[config.mk]
export PLATFORM = sky130hd
export DESIGN_NAME = bcd_scan_display
export DESIGN_NICKNAME = d
export VERILOG_FILES = /design/src/rtl/bcd_disp_pkg.sv /design/src/rtl/seg7_decode.sv /design/src/rtl/bcd_scan_display.sv
export SDC_FILE = /design/constraint.sdc
export NUM_CORES = 1
export LEC_CHECK = 0
export CORE_ASPECT_RATIO = 1.25
export CORE_MARGIN = 2
export CORE_UTILIZATION = 55
export DETAILED_ROUTE_END_ITERATION = 6
export PLACE_DENSITY = 0.78
export SLEW_MARGIN = 20
export SYNTH_ARGS = -nofsm -noshare
export SYNTH_HDL_FRONTEND = slang
export SYNTH_SLANG_ARGS = --single-unit
[constraint.sdc]
create_clock -name clk -period 2.32 [get_ports clk]
set_input_delay 0.348 -clock clk [delete_from_list [all_inputs] [get_ports clk]]
set_output_delay 0.348 -clock clk [all_outputs]
set_load 0.01 [all_outputs]
[src/rtl/bcd_disp_pkg.sv]
// Shared definitions for the BCD scanned display: segment patterns,
// digit-slot indices and the packed 3-digit BCD word.
package bcd_disp_pkg;

    // Active-high segment patterns, bit 0 = segment a ... bit 6 = segment g
    localparam logic [6:0] SEG_0     = 7'h3F;
    localparam logic [6:0] SEG_1     = 7'h06;
    localparam logic [6:0] SEG_2     = 7'h5B;
    localparam logic [6:0] SEG_3     = 7'h4F;
    localparam logic [6:0] SEG_4     = 7'h66;
    localparam logic [6:0] SEG_5     = 7'h6D;
    localparam logic [6:0] SEG_6     = 7'h7D;
    localparam logic [6:0] SEG_7     = 7'h07;
    localparam logic [6:0] SEG_8     = 7'h7F;
    localparam logic [6:0] SEG_9     = 7'h6F;
    localparam logic [6:0] SEG_DASH  = 7'h40;
    localparam logic [6:0] SEG_BLANK = 7'h00;

    // Digit slot indices; the scan visits them in this order
    localparam logic [1:0] DIG_ONES = 2'd0;
    localparam logic [1:0] DIG_TENS = 2'd1;
    localparam logic [1:0] DIG_HUND = 2'd2;

    // Packed BCD word as produced by the upstream binary-to-BCD converter
    typedef struct packed {
        logic [1:0] hund;
        logic [3:0] tens;
        logic [3:0] ones;
    } bcd_word_t;

    // True when either full-width digit holds a non-decimal code
    function automatic logic digit_invalid(input bcd_word_t w);
        return (w.tens > 4'd9) || (w.ones > 4'd9);
    endfunction

endpackage

[src/rtl/seg7_decode.sv]
// Combinational 4-bit digit to 7-segment pattern decoder.
// Codes 10..15 render as a dash so a bad digit is visible on the display.
module seg7_decode
    import bcd_disp_pkg::*;
(
    input  logic [3:0] digit,
    output logic [6:0] seg
);

    // Lookup of the segment pattern for one digit
    always_comb begin
        // NOTE: every combinational output gets a value on every path
        // (here via the default arm), otherwise a latch is inferred.
        case (digit)
            4'd0:    seg = SEG_0;
            4'd1:    seg = SEG_1;
            4'd2:    seg = SEG_2;
            4'd3:    seg = SEG_3;
            4'd4:    seg = SEG_4;
            4'd5:    seg = SEG_5;
            4'd6:    seg = SEG_6;
            4'd7:    seg = SEG_7;
            4'd8:    seg = SEG_8;
            4'd9:    seg = SEG_9;
            default: seg = SEG_DASH;
        endcase
    end

endmodule

[src/rtl/bcd_scan_display.sv]
// Time-multiplexed 3-digit 7-segment driver fed by a valid/ready BCD stream.
// Incoming values wait in a holding register and are promoted to the
// displayed register only at a frame boundary, so a frame never mixes values.
// Optional build macro LEADING_ZERO_BLANK_EN blanks leading zero digits.
module bcd_scan_display
    import bcd_disp_pkg::*;
#(
    parameter int SCAN_DIV = 50000,
    parameter int DIV_W    = 16
) (
    input  logic       clk,
    input  logic       rst_n,
    input  logic [9:0] bcd_in,
    input  logic       bcd_valid,
    output logic       bcd_ready,
    output logic [6:0] seg,
    output logic [2:0] an,
    output logic       frame_done,
    output logic       digit_err
);

    localparam logic [DIV_W-1:0] DIV_LAST = DIV_W'(SCAN_DIV - 1);

    logic [DIV_W-1:0] prescaler;
    logic [1:0]       idx;
    bcd_word_t        disp_reg;
    bcd_word_t        hold_reg;
    logic             pending;
    logic             tick;
    logic             frame_end;
    logic [3:0]       digit_mux;
    logic [6:0]       digit_seg;
    logic [6:0]       seg_next;

    assign tick      = (prescaler == DIV_LAST);
    assign frame_end = tick && (idx == DIG_HUND);
    assign bcd_ready = !pending;

    // Slot timing: prescaler divides clk, idx steps through the three digits
    always_ff @(posedge clk or negedge rst_n) begin
        if (!rst_n) begin
            prescaler <= '0;
            idx       <= DIG_ONES;
        end else begin
            // NOTE: clocked state uses non-blocking assignments so every flop
            // samples pre-edge values regardless of statement order.
            prescaler <= tick ? '0 : prescaler + 1'b1;
            if (tick) begin
                idx <= (idx == DIG_HUND) ? DIG_ONES : idx + 2'd1;
            end
        end
    end

    // Handshake capture and frame-boundary promotion to the displayed value
    always_ff @(posedge clk or negedge rst_n) begin
        if (!rst_n) begin
            hold_reg  <= '0;
            disp_reg  <= '0;
            pending   <= 1'b0;
            digit_err <= 1'b0;
        end else if (frame_end && pending) begin
            disp_reg  <= hold_reg;
            pending   <= 1'b0;
            digit_err <= digit_invalid(hold_reg);
        end else if (bcd_valid && bcd_ready) begin
            hold_reg <= bcd_in;
            pending  <= 1'b1;
        end
    end

    // Select the digit for the current slot; hundreds is zero-extended
    always_comb begin
        case (idx)
            DIG_ONES: digit_mux = disp_reg.ones;
            DIG_TENS: digit_mux = disp_reg.tens;
            DIG_HUND: digit_mux = {2'b00, disp_reg.hund};
            default:  digit_mux = 4'd0;
        endcase
    end

    seg7_decode u_decode (
        .digit (digit_mux),
        .seg   (digit_seg)
    );

`ifdef LEADING_ZERO_BLANK_EN
    // Blank leading zeros; the ones digit always shows
    always_comb begin
        seg_next = digit_seg;
        if ((idx == DIG_HUND) && (disp_reg.hund == 2'd0)) begin
            seg_next = SEG_BLANK;
        end
        if ((idx == DIG_TENS) && (disp_reg.hund == 2'd0) && (disp_reg.tens == 4'd0)) begin
            seg_next = SEG_BLANK;
        end
    end
`else
    assign seg_next = digit_seg;
`endif

    // Registered display drive and frame-end pulse
    always_ff @(posedge clk or negedge rst_n) begin
        if (!rst_n) begin
            seg        <= SEG_BLANK;
            an         <= 3'b000;
            frame_done <= 1'b0;
        end else begin
            seg        <= seg_next;
            an         <= 3'(3'b001 << idx);
            frame_done <= frame_end;
        end
    end

endmodule

==> impl_metrics.toml <==
[die]
die-area_um2 = 4700
die_h_um = 76.1
fp-row-count = 26
io_pins = 26
die_x_um = 61.7
fp.coreArea_um2 = 4030
start_util_pct = 56.8

[clock_tree]
clock_sinks = 51
cts_made_buffers = 5
cts_buffer_depth = 2
clkTransAtPathRegs_ns = 0.09
cts_tree = "built"
clock_latency_ns = 0.30
htreeDepth = 2
cts-root-buf = "clkbuf_8"
postCtsSetupBuffers = 0
hold_buffers = 0
cts_resized = 0

[synth]
synth_fa_ha_area_share_pct = 3.83
syn_inst = 181
synth.most_common_cell = "dfrtp_1"
netlist_area_um2 = 2290
yosysSeqAreaShare_pct = 55.7
synth_top_family_by_area = "multiplexers"
synth_compound_area_share_pct = 4.32
yosys_warnings = 0
synth_xor_area_share_pct = 4.59
synth_area_leaders = "dfrtp_1 56%, mux2_2 6.9%, mux2_4 5.9%"
synth_cell_types = 34
synth-async-reset-ratio_pct = 100
syn_avg_cell_area_um2 = 12.7
synth_simple_gate_area_share_pct = 12.1
yosys-top-cells-count = "51 x dfrtp_1, 16 x nor2_1, 14 x mux2_2, 9 x mux2_4"
synth_fp_nets = 201
synth_edf_count = 0
synth_top_area_share_pct = 55.7
ys_ff_latch = 51
synth_mux_area_share_pct = 16.3
synth_top_area_cell = "dfrtp_1"
ys.flop_type = "dfrtp_1"

[sta]
setup_viol = 0
final_hold_viol_count = 0
fin_crit_ns = 2.03
finalMaxSlewViolations = 0
hold_ws_ns = 0.133
skew_ns = 0.00647
tightestPinTransition_ns = 0.620
final.setup.tns_ns = 0
fin_crit_sh_pct = 87.4
max_freq_ghz = 0.493
slew_headroom_pct = 58.7
rsz0062_at_grt = "no"

[placed_design]
gp_congestion = 0.844
place_area_um2 = 2600
io_buffer_count = 25
dp_hpwl_um = 2860

[critical_path]
cp-start-kind = "register"
reg2reg_depth = 6
crit_fanout = 12
required_ns = 2.50
reg2reg_from = "prescaler[0]$_DFF_PN0_"
r2r_slack_ns = 0.29
setup.worst_path.end_class = "register"
path_class = "reg -> reg"
r2r_end = "disp_reg[8]$_DFFE_PN0P_"
crit_arrival_ns = 2.21

[cells_and_area]
largest_reg_flops = 16
drive_gt1_share_pct = 19.6
regArea_um2 = 1280
multiInputGateArea_um2 = 942
finalInstanceArea_um2 = 2730
nNetsFinal = 233
syn2layout_area_growth_pct = 19.4
n_fill_cell = 344
diodes = 0

[grt]
grt_pass1_wl_um = 6510
grt_pass1_vias = 1395
antenna_found_initial = 0
grt_util_all_layers_pct = 18.4
grt_max_degree = 52
grt_remaining_overflow = 0

[power_and_ir_drop]
p_sw_w = 0.000309
p_sw_share_pct = 18.4
pwr-share-seq_pct = 54.8
intPower_w = 0.00137
leakage_nw = 1.24
ir_drop_v = 0.000438
p_per_area_nw_per_um2 = 616
clkPwrFrac_pct = 41.6
pwr-share-comb_pct = 3.6

[run_status]
status = "finished clean"

[route]
drtAntennaViolNets = 0
vias = 1423
drc = 0
routed_wl_um = 3900
drt-initial-drc-count = 43
via_per_inst = 5.27
drtPass1Iterations = 4
wl_per_cell_um = 14.5

[min_path]
hold_class = "in -> async"

[run]
cap_violations = 0
metrics by stage:
stage	total power [W]	utilization [%]	setup WS (ns)	cells
after detailed placement	0.00100	64.5	0.309	262
after global routing	0.00175	67.8	0.152	270
final	0.00168	67.8	0.292	270
after CTS	0.00170	67.8	0.287	270
after global placement	0.000997	64.5	0.428	262
after floorplan	0.000956	-	0.511	181
logic make-up (layout without fill, tap and decap cells):
kind of cell	count (synthesis)	in the layout
AOI/OAI and AO/OA	15	15
xor gates and xnor gates	12	12
adders and majority gates	7	7
buffers and inverters	13	46
DFF	51	51
muxes	31	31
and+or+nand+nor	52	52
metal layers:
layer  track usage [%]  routed length [um]  vias to the layer above
met3              4.07                 114                        5
li1                  -                   -                      688
met4              5.11                  46                        0
met1              23.2                1690                      703
met5                 0                   0                        -
met2              31.1                2050                       27
how the worst max path moves through the flow:
| stage | depth (start not counted) | start | slack, ns | to |
|---|---|---|---|---|
| 6_report | 6 | prescaler[0]$_DFF_PN0_ | 0.29 | disp_reg[8]$_DFFE_PN0P_ |
| 5_1_grt | 6 | idx[0]$_DFFE_PN0N_ | 0.15 | seg[3]$_DFF_PN0_ |
| 4_1_cts | 6 | prescaler[0]$_DFF_PN0_ | 0.29 | disp_reg[8]$_DFFE_PN0P_ |
| 3_5_place_dp | 6 | prescaler[0]$_DFF_PN0_ | 0.31 | disp_reg[8]$_DFFE_PN0P_ |
| 3_3_place_gp | 6 | prescaler[0]$_DFF_PN0_ | 0.43 | disp_reg[8]$_DFFE_PN0P_ |
| 2_1_floorplan | 6 | prescaler[0]$_DFF_PN0_ | 0.51 | digit_err$_DFFE_PN0P_ |
final cells by class:
class	instances	area share (%)
Sequential cell	51	46.7
Multi-Input combinational cell	117	34.5
Timing Repair Buffer	30	10.3
Clock buffer	6	2.65
Tap cell	56	2.56
Clock inverter	2	2.20
Inverter	8	1.10
layout by cell type (no fill, tap or decap), types with 2 or more instances in the layout:
cell / Yosys / final
nand3_1: 7 / 7
nor2b_1: 4 / 4
a22oi_1: 2 / 2
dfrtp_1: 51 / 51
bufinv_16: 0 / 2
mux2i_1: 8 / 8
clkdlybuf4s50_1: 0 / 24
nor3_1: 5 / 5
o22ai_1: 4 / 4
mux2_4: 9 / 9
buf_4: 1 / 5
mux2_2: 14 / 14
nand4_1: 4 / 4
nand2_1: 7 / 7
a2bb2oi_1: 2 / 2
inv_1: 8 / 8
xor2_1: 6 / 6
ha_1: 7 / 7
xnor2_1: 6 / 6
clkbuf_8: 0 / 5
o21ai_0: 4 / 4
nor2_1: 16 / 16
power by group through the flow:
stage	sequential, W	clock (W)	combinational, W
6_report	0.000922	0.000701	0.0000603
5_1_grt	0.000926	0.000753	0.0000686
4_1_cts	0.000922	0.000715	0.0000626
3_5_place_dp	0.000940	0	0.0000622
3_3_place_gp	0.000938	0	0.0000583
2_1_floorplan	0.000935	0	0.0000214
critical path, cell delays in order, from the launching register on:
cell     delay, ns
dfrtp_1       0.41
ha_1          0.23
nand3_1       0.15
or2_1         0.32
nor3_4        0.19
buf_4         0.25
mux2_2        0.37
Note: power is estimated with default switching activity, not from simulation.
